<file path="config.mk">
export PLATFORM = sky130hd
export DESIGN_NAME = clock_display_scan
export DESIGN_NICKNAME = d
export VERILOG_FILES = /design/src/rtl/clock_disp_pkg.sv /design/src/rtl/bin60_to_bcd_seq.sv /design/src/rtl/clock_display_scan.sv
export SDC_FILE = /design/constraint.sdc
export NUM_CORES = 1
export LEC_CHECK = 0
export CAP_MARGIN = 20
export CORE_ASPECT_RATIO = 1.1
export CORE_MARGIN = 2
export CORE_UTILIZATION = 55
export CTS_CLUSTER_SIZE = 8
export DETAILED_ROUTE_END_ITERATION = 12
export PLACE_DENSITY = 0.84
export SETUP_SLACK_MARGIN = 0.3
export SYNTH_ARGS = -nofsm -noshare
export SYNTH_HDL_FRONTEND = slang
export SYNTH_SLANG_ARGS = --single-unit
</file>
<file path="constraint.sdc">
create_clock -name clk -period 3.04 [get_ports clk]
set_input_delay 0.608 -clock clk [delete_from_list [all_inputs] [get_ports clk]]
set_output_delay 0.608 -clock clk [all_outputs]
set_load 0.1 [all_outputs]
</file>
<file path="src/rtl/clock_disp_pkg.sv">
// Shared definitions for the clock display scanner.
//   SEG_BLANK          : all segments off (active-low gfedcba)
//   BLINK_*            : encoding of the blink_sel input
//   DIG_*              : digit slot indices, 0 is the rightmost digit
//   ST_*               : converter sequencing FSM states
//   seg_decode()       : BCD nibble -> active-low gfedcba, >= 10 gives SEG_BLANK
package clock_disp_pkg;

    localparam logic [6:0] SEG_BLANK  = 7'h7F;

    localparam logic [1:0] BLINK_NONE = 2'd0;
    localparam logic [1:0] BLINK_SEC  = 2'd1;
    localparam logic [1:0] BLINK_MIN  = 2'd2;
    localparam logic [1:0] BLINK_HOUR = 2'd3;

    localparam logic [2:0] DIG_SEC_U  = 3'd0;
    localparam logic [2:0] DIG_SEC_T  = 3'd1;
    localparam logic [2:0] DIG_MIN_U  = 3'd2;
    localparam logic [2:0] DIG_MIN_T  = 3'd3;
    localparam logic [2:0] DIG_HOUR_U = 3'd4;
    localparam logic [2:0] DIG_HOUR_T = 3'd5;

    localparam logic [2:0] ST_IDLE    = 3'd0;
    localparam logic [2:0] ST_CONV_S  = 3'd1;
    localparam logic [2:0] ST_CONV_M  = 3'd2;
    localparam logic [2:0] ST_CONV_H  = 3'd3;
    localparam logic [2:0] ST_COMMIT  = 3'd4;

    function automatic logic [6:0] seg_decode(input logic [3:0] nib);
        logic [6:0] pat;
        case (nib)
            4'd0:    pat = 7'h40;
            4'd1:    pat = 7'h79;
            4'd2:    pat = 7'h24;
            4'd3:    pat = 7'h30;
            4'd4:    pat = 7'h19;
            4'd5:    pat = 7'h12;
            4'd6:    pat = 7'h02;
            4'd7:    pat = 7'h78;
            4'd8:    pat = 7'h00;
            4'd9:    pat = 7'h10;
            default: pat = SEG_BLANK;
        endcase
        return pat;
    endfunction

endpackage

</file>
<file path="src/rtl/bin60_to_bcd_seq.sv">
// Sequential subtractive binary (0..63) to BCD converter.
//   clk, rst_n : clock, async active-low reset
//   start      : load value and begin converting (overrides a conversion in flight)
//   value[5:0] : binary input, sampled on start
//   done       : high in the single cycle where tens/units are final
//   tens[2:0]  : tens digit (0..6)
//   units[3:0] : units digit (0..9)
// A conversion of value v finishes (done high) tens(v)+1 cycles after start.
module bin60_to_bcd_seq (
    input  logic       clk,
    input  logic       rst_n,
    input  logic       start,
    input  logic [5:0] value,
    output logic       done,
    output logic [2:0] tens,
    output logic [3:0] units
);

    logic [5:0] r_rem;
    logic [2:0] r_tens;
    logic       r_busy;

    // Repeated subtract-10 until the remainder is a single decimal digit.
    always_ff @(posedge clk or negedge rst_n) begin
        if (!rst_n) begin
            r_rem  <= 6'd0;
            r_tens <= 3'd0;
            r_busy <= 1'b0;
        end else if (start) begin
            r_rem  <= value;
            r_tens <= 3'd0;
            r_busy <= 1'b1;
        end else if (r_busy) begin
            if (r_rem >= 6'd10) begin
                r_rem  <= r_rem - 6'd10;
                r_tens <= r_tens + 3'd1;
            end else begin
                r_busy <= 1'b0;
            end
        end else begin
            r_busy <= 1'b0;
        end
    end

    // done is decoded from state only, so the caller can latch and restart in the same cycle.
    assign done  = r_busy && (r_rem < 6'd10);
    assign tens  = r_tens;
    assign units = r_rem[3:0];

endmodule

</file>
<file path="src/rtl/clock_display_scan.sv">
// Six-digit multiplexed common-anode 7-segment driver for the time counters.
//   clk, rst_n     : clock, async active-low reset
//   sec/min/hour   : 6-bit binary counter values, snapshotted once per frame
//   blink_sel[1:0] : field to blink (0 none, 1 sec, 2 min, 3 hour)
//   an[5:0]        : active-low one-hot digit enables, bit0 = rightmost
//   seg[6:0]       : active-low {g,f,e,d,c,b,a}
//   dp             : active-low decimal point (blinking colon on idx2/idx4)
//   frame_done     : one-cycle pulse in the last prescaler cycle of digit 5
module clock_display_scan
    import clock_disp_pkg::*;
#(
    parameter int SCAN_DIV     = 1000,
    parameter int BLINK_FRAMES = 64
) (
    input  logic       clk,
    input  logic       rst_n,
    input  logic [5:0] sec,
    input  logic [5:0] min,
    input  logic [5:0] hour,
    input  logic [1:0] blink_sel,
    output logic [5:0] an,
    output logic [6:0] seg,
    output logic       dp,
    output logic       frame_done
);

    localparam int PW = $clog2(SCAN_DIV);
    localparam int FW = (BLINK_FRAMES > 1) ? $clog2(BLINK_FRAMES) : 1;
    localparam logic [PW-1:0] PRESC_LAST = PW'(SCAN_DIV - 1);
    localparam logic [PW-1:0] PRESC_PRE  = PW'(SCAN_DIV - 2);
    localparam logic [PW-1:0] PRESC_ONE  = PW'(1);
    localparam logic [FW-1:0] FRAME_LAST = FW'(BLINK_FRAMES - 1);
    localparam logic [FW-1:0] FRAME_ONE  = FW'(1);

    // Scan timing
    logic [PW-1:0] r_presc;
    logic [2:0]    r_digit_idx;
    logic [FW-1:0] r_frame_cnt;
    logic          r_blink_phase;
    logic          w_presc_last;
    logic          w_frame_end;
    logic          w_snap;

    // Conversion
    logic [2:0]    r_state;
    logic [2:0]    w_state_nxt;
    logic [5:0]    r_snap_min;
    logic [5:0]    r_snap_hour;
    logic          w_conv_start;
    logic [5:0]    w_conv_value;
    logic          w_conv_done;
    logic [2:0]    w_conv_tens;
    logic [3:0]    w_conv_units;

    // Staging and displayed digits
    logic [3:0]    r_stg_su, r_stg_mu, r_stg_hu;
    logic [2:0]    r_stg_st, r_stg_mt, r_stg_ht;
    logic [3:0]    r_disp_su, r_disp_mu, r_disp_hu;
    logic [2:0]    r_disp_st, r_disp_mt, r_disp_ht;

    // Output path
    logic [3:0]    w_nib;
    logic [1:0]    w_field;
    logic          w_blank;
    logic [5:0]    w_an;
    logic [6:0]    w_seg;
    logic          w_dp;
    logic [5:0]    r_an;
    logic [6:0]    r_seg;
    logic          r_dp;
    logic          r_frame_done;

    assign w_presc_last = (r_presc == PRESC_LAST);
    assign w_frame_end  = w_presc_last && (r_digit_idx == DIG_HOUR_T);
    // Also true in the first cycle after reset release, since reset clears both counters.
    assign w_snap       = (r_presc == {PW{1'b0}}) && (r_digit_idx == DIG_SEC_U);

    // Prescaler, digit index, frame counter and blink phase.
    always_ff @(posedge clk or negedge rst_n) begin
        if (!rst_n) begin
            r_presc       <= {PW{1'b0}};
            r_digit_idx   <= DIG_SEC_U;
            r_frame_cnt   <= {FW{1'b0}};
            r_blink_phase <= 1'b0;
        end else begin
            if (w_presc_last) begin
                r_presc     <= {PW{1'b0}};
                r_digit_idx <= (r_digit_idx == DIG_HOUR_T) ? DIG_SEC_U : (r_digit_idx + 3'd1);
            end else begin
                r_presc     <= r_presc + PRESC_ONE;
            end
            if (w_frame_end) begin
                if (r_frame_cnt == FRAME_LAST) begin
                    r_frame_cnt   <= {FW{1'b0}};
                    r_blink_phase <= ~r_blink_phase;
                end else begin
                    r_frame_cnt   <= r_frame_cnt + FRAME_ONE;
                end
            end else begin
                r_frame_cnt <= r_frame_cnt;
            end
        end
    end

    // Converter sequencing: sec goes straight from the input pin into the converter on the
    // snapshot cycle (its remainder register is the sec snapshot); min/hour wait in r_snap_*.
    always_comb begin
        w_state_nxt  = r_state;
        w_conv_start = 1'b0;
        w_conv_value = sec;
        if (w_snap) begin
            w_conv_start = 1'b1;
            w_conv_value = sec;
            w_state_nxt  = ST_CONV_S;
        end else begin
            case (r_state)
                ST_IDLE: w_state_nxt = ST_IDLE;
                ST_CONV_S: begin
                    w_conv_start = w_conv_done;
                    w_conv_value = r_snap_min;
                    w_state_nxt  = w_conv_done ? ST_CONV_M : ST_CONV_S;
                end
                ST_CONV_M: begin
                    w_conv_start = w_conv_done;
                    w_conv_value = r_snap_hour;
                    w_state_nxt  = w_conv_done ? ST_CONV_H : ST_CONV_M;
                end
                ST_CONV_H: w_state_nxt = w_conv_done ? ST_COMMIT : ST_CONV_H;
                ST_COMMIT: w_state_nxt = ST_IDLE;
                default:   w_state_nxt = ST_IDLE;
            endcase
        end
    end

    bin60_to_bcd_seq u_conv (
        .clk   (clk),
        .rst_n (rst_n),
        .start (w_conv_start),
        .value (w_conv_value),
        .done  (w_conv_done),
        .tens  (w_conv_tens),
        .units (w_conv_units)
    );

    // FSM state, snapshot, staging and glitch-free commit of all six digits at once.
    always_ff @(posedge clk or negedge rst_n) begin
        if (!rst_n) begin
            r_state     <= ST_IDLE;
            r_snap_min  <= 6'd0;
            r_snap_hour <= 6'd0;
            r_stg_su    <= 4'd0;
            r_stg_st    <= 3'd0;
            r_stg_mu    <= 4'd0;
            r_stg_mt    <= 3'd0;
            r_stg_hu    <= 4'd0;
            r_stg_ht    <= 3'd0;
            r_disp_su   <= 4'd0;
            r_disp_st   <= 3'd0;
            r_disp_mu   <= 4'd0;
            r_disp_mt   <= 3'd0;
            r_disp_hu   <= 4'd0;
            r_disp_ht   <= 3'd0;
        end else begin
            r_state <= w_state_nxt;
            if (w_snap) begin
                r_snap_min  <= min;
                r_snap_hour <= hour;
            end
            if (w_conv_done && (r_state == ST_CONV_S)) begin
                r_stg_st <= w_conv_tens;
                r_stg_su <= w_conv_units;
            end
            if (w_conv_done && (r_state == ST_CONV_M)) begin
                r_stg_mt <= w_conv_tens;
                r_stg_mu <= w_conv_units;
            end
            if (w_conv_done && (r_state == ST_CONV_H)) begin
                r_stg_ht <= w_conv_tens;
                r_stg_hu <= w_conv_units;
            end
            if (r_state == ST_COMMIT) begin
                r_disp_su <= r_stg_su;
                r_disp_st <= r_stg_st;
                r_disp_mu <= r_stg_mu;
                r_disp_mt <= r_stg_mt;
                r_disp_hu <= r_stg_hu;
                r_disp_ht <= r_stg_ht;
            end
        end
    end

    // Select the nibble and owning field for the current digit, apply blink and colon.
    always_comb begin
        case (r_digit_idx)
            DIG_SEC_U:  begin w_nib = r_disp_su;         w_field = BLINK_SEC;  end
            DIG_SEC_T:  begin w_nib = {1'b0, r_disp_st}; w_field = BLINK_SEC;  end
            DIG_MIN_U:  begin w_nib = r_disp_mu;         w_field = BLINK_MIN;  end
            DIG_MIN_T:  begin w_nib = {1'b0, r_disp_mt}; w_field = BLINK_MIN;  end
            DIG_HOUR_U: begin w_nib = r_disp_hu;         w_field = BLINK_HOUR; end
            DIG_HOUR_T: begin w_nib = {1'b0, r_disp_ht}; w_field = BLINK_HOUR; end
            default:    begin w_nib = 4'hF;              w_field = BLINK_NONE; end
        endcase
        w_blank = r_blink_phase && (w_field != BLINK_NONE) && (blink_sel == w_field);
        w_seg   = w_blank ? SEG_BLANK : seg_decode(w_nib);
        w_an    = ~(6'd1 << r_digit_idx);
        w_dp    = (!r_blink_phase && ((r_digit_idx == DIG_MIN_U) || (r_digit_idx == DIG_HOUR_U)))
                  ? 1'b0 : 1'b1;
    end

    // Registered pin drivers; frame_done is predicted one cycle early so it lands on the
    // terminal prescaler cycle of digit 5.
    always_ff @(posedge clk or negedge rst_n) begin
        if (!rst_n) begin
            r_an         <= 6'h3F;
            r_seg        <= SEG_BLANK;
            r_dp         <= 1'b1;
            r_frame_done <= 1'b0;
        end else begin
            r_an         <= w_an;
            r_seg        <= w_seg;
            r_dp         <= w_dp;
            r_frame_done <= (r_presc == PRESC_PRE) && (r_digit_idx == DIG_HOUR_T);
        end
    end

    assign an         = r_an;
    assign seg        = r_seg;
    assign dp         = r_dp;
    assign frame_done = r_frame_done;

endmodule
</file>
==> run summary <==
status: complete, no violations
Final HPWL DP: 6000 µm
top cell type's share of synthesized area: 0.474
Mapped Area: 4640 µm²
layout cells sized above 1: 0.284
NetSw: 1.04 mW
Die ar.: 9190 µm²
CTS buffer count: 9
P_int: 2.29 mW
Post-synth EDFFs: 0
vias in the first global route: 2969
Clock Latency Late Sink: 0.36 ns
via/cell ratio: 5.53
post-route antenna net violation count: 0
CTS H-tree lvls: 3
initial antenna violation count: 0
met2 GRT Util: 0.331
Worst setup EP type: register
Yosys warning total: 0
top-count cell post-synth: dfrtp_1
Flop pwr share: 0.534
Final Cycle Share: 0.859
Cell Area, Placed: 5100 µm²
Combinational Power Share: 0.222
library cells used by synthesis: 59
input/output buffers: 36
Die Height: 100 µm
I/O pin cnt: 37
VDD IR max: 276 µV
grt ovf: 0
Req. time, crit path: 3.30 ns
data arrival time of the worst path: 2.87 ns
Post-CTS Hold Buffers: 0
Final #Nets: 456
RSZ-0062 raised after global routing: no
synth cell count leaders: 88 x dfrtp_1, 55 x mux2_2, 24 x nand2_1
core footprint: 8280 µm²
slew of the pin with the lowest slew margin: 0.556 ns
MaxCap Viol Count: 0
final count of negative-setup-slack endpoints: 0
routability cong.: 0.878
PD cells: 630 nW/µm²
clock buffer depth: 2
# Post-CTS Setup Buffers: 0
clock tree from TritonCTS: done
fin area: 5280 µm²
clock slew at reported path FFs: 0.10 ns
Initial Util: 0.561
Avg Cell Area, Syn: 12.1 µm²
clk root buf: clkbuf_8
Achievable Freq: 383 MHz
critical path launch point type: register
Final Max Slew Viols: 0
row count: 35
routed via count: 2986
number of diodes: 0
CP Max Fanout: 15
Die W: 91.6 µm
Mapped Cells: 384
ranking of synthesized cells by area: dfrtp_1 47%, mux2_2 13%, dfstp_2 7.9%
DRC: 0
Critical Setup Path Class: reg2reg
register area share after synthesis: 0.553
cell leakage power: 2.41 nW
Slew headroom: 0.629
flops & latches, synth: 102
largest net degree at the start of global routing: 95
# fillers: 647
grt met3 use: 0.0413
Clock Power Share: 0.245
detailed-route wire length: 8360 µm
Fin. Hold Viols: 0
Synth Net Count: 416
final worst path period need: 2.61 ns
Sink Count: 102
clock skew: 0.0121 ns
first-pass GRT wire length: 14100 µm
setup TNS: 0 ns
Yosys top cell by area: dfrtp_1
Main synth FF type: dfrtp_1
drt first pass iters: 4
Net Sw Frac: 0.311
async set or reset register ratio after synthesis: 1.00
global route hottest layer: met2
GRT Total Usage: 0.195
drt initial violations: 131
grt met1 use: 0.245
Area growth syn-to-layout: 13.8%
Hold Crit Class: in2async
wire per inst: 15.5 µm
cell families after synthesis:
kind of cell | after synthesis | share of synthesized area
simple gates | 110 | 0.132
compound gates | 57 | 0.0827
fa+ha+maj | 10 | 0.0269
mux | 59 | 0.142
flops | 102 | 0.553
xor+xnor | 20 | 0.0377
buf+inv | 26 | 0.0251
metal layers:
metal / up-vias / share of wire
met5: - / 0
met4: 0 / 0.025
met3: 13 / 0.039
met2: 74 / 0.50
met1: 1459 / 0.43
li1: 1440 / -
worst max-delay path, cell delays in order, from the launching register on:
cell and delay [ns]:
dfrtp_2 0.52, inv_2 0.15, ha_1 0.30, inv_1 0.11, and3_1 0.23, or3_1 0.54, ha_1 0.25, nor3_1 0.27
o31ai_1 0.14
through the flow:
| step | instances | setup slack [ns] | util | total power, mW | hold slack (ns) |
|---|---|---|---|---|---|
| 2_1_floorplan | 384 | 0.560 | - | 2.33 | 0.312 |
| 3_3_place_gp | 524 | 0.558 | 0.616 | 2.50 | 0.440 |
| 3_5_place_dp | 524 | 0.340 | 0.616 | 2.54 | 0.445 |
| 4_1_cts | 540 | 0.396 | 0.638 | 3.35 | 0.0464 |
| 5_1_grt | 540 | 0.301 | 0.638 | 3.50 | 0.0444 |
| 6_report | 540 | 0.429 | 0.638 | 3.33 | 0.0521 |
final timing paths:
| path | cells past startpoint | slack (ns) | startpoint | end |
|---|---|---|---|---|
| setup / recovery | 8 | 0.43 | r_digit_idx[2] | seg[6] |
| hold reg to reg | 1 | 0.49 | r_frame_cnt[5] | r_frame_cnt[5] |
| setup reg to reg | 8 | 0.43 | r_digit_idx[2] | seg[6] |
| min in group clk | 1 | 0.49 | r_frame_cnt[5] | r_frame_cnt[5] |
| max in group asynchronous | 2 | 2.27 | rst_n | r_digit_idx[2] |
| hold / removal | 1 | 0.05 | rst_n | r_presc[3] |
cells in the final DEF, fill, tap and decap left out, drive strengths merged, types with 7 or more instances in the layout:
cell type and count:
clkbuf 13, nor2b 8, xor2 11, mux2 56, o21ai 15, buf 23
clkdlybuf4s50 20, xnor2 9, nand2 24, a21oi 14, and2 7, ha 10
and3 7, nand3 10, dfstp 14, nor3 7, dfrtp 88, inv 12
nor2 23
flip-flops by register name (all words and copies together) (netlist names), 6 cells and up:
name / cells
r_snap_min: 6
u_conv.r_rem: 6
r_presc: 10
seg: 7
r_snap_hour: 6
r_frame_cnt: 6
an: 6
layout make-up:
cell class	count	area (µm²)	area share
flip-flops and latches	102	2570	0.487
multi-input cells	256	1960	0.371
repair buffers	43	385	0.0730
clock buffers	13	139	0.0263
well taps	111	139	0.0263
inverters	12	45.0	0.00853
clock inverters	3	40.0	0.00758
power by group through the flow:
stage | Combinational, mW | Clock [mW] | Sequential (mW)
3_5_place_dp | 0.740 | 0 | 1.80
6_report | 0.737 | 0.814 | 1.78
5_1_grt | 0.808 | 0.876 | 1.81
3_3_place_gp | 0.710 | 0 | 1.79
2_1_floorplan | 0.433 | 0 | 1.90
4_1_cts | 0.743 | 0.827 | 1.78
timing repair:
action                     CTS  global route
gates resized for setup      1             2
cloned                       0             0
setup endpoints to repair    1             3
Note: power is estimated with default switching activity, not from simulation.
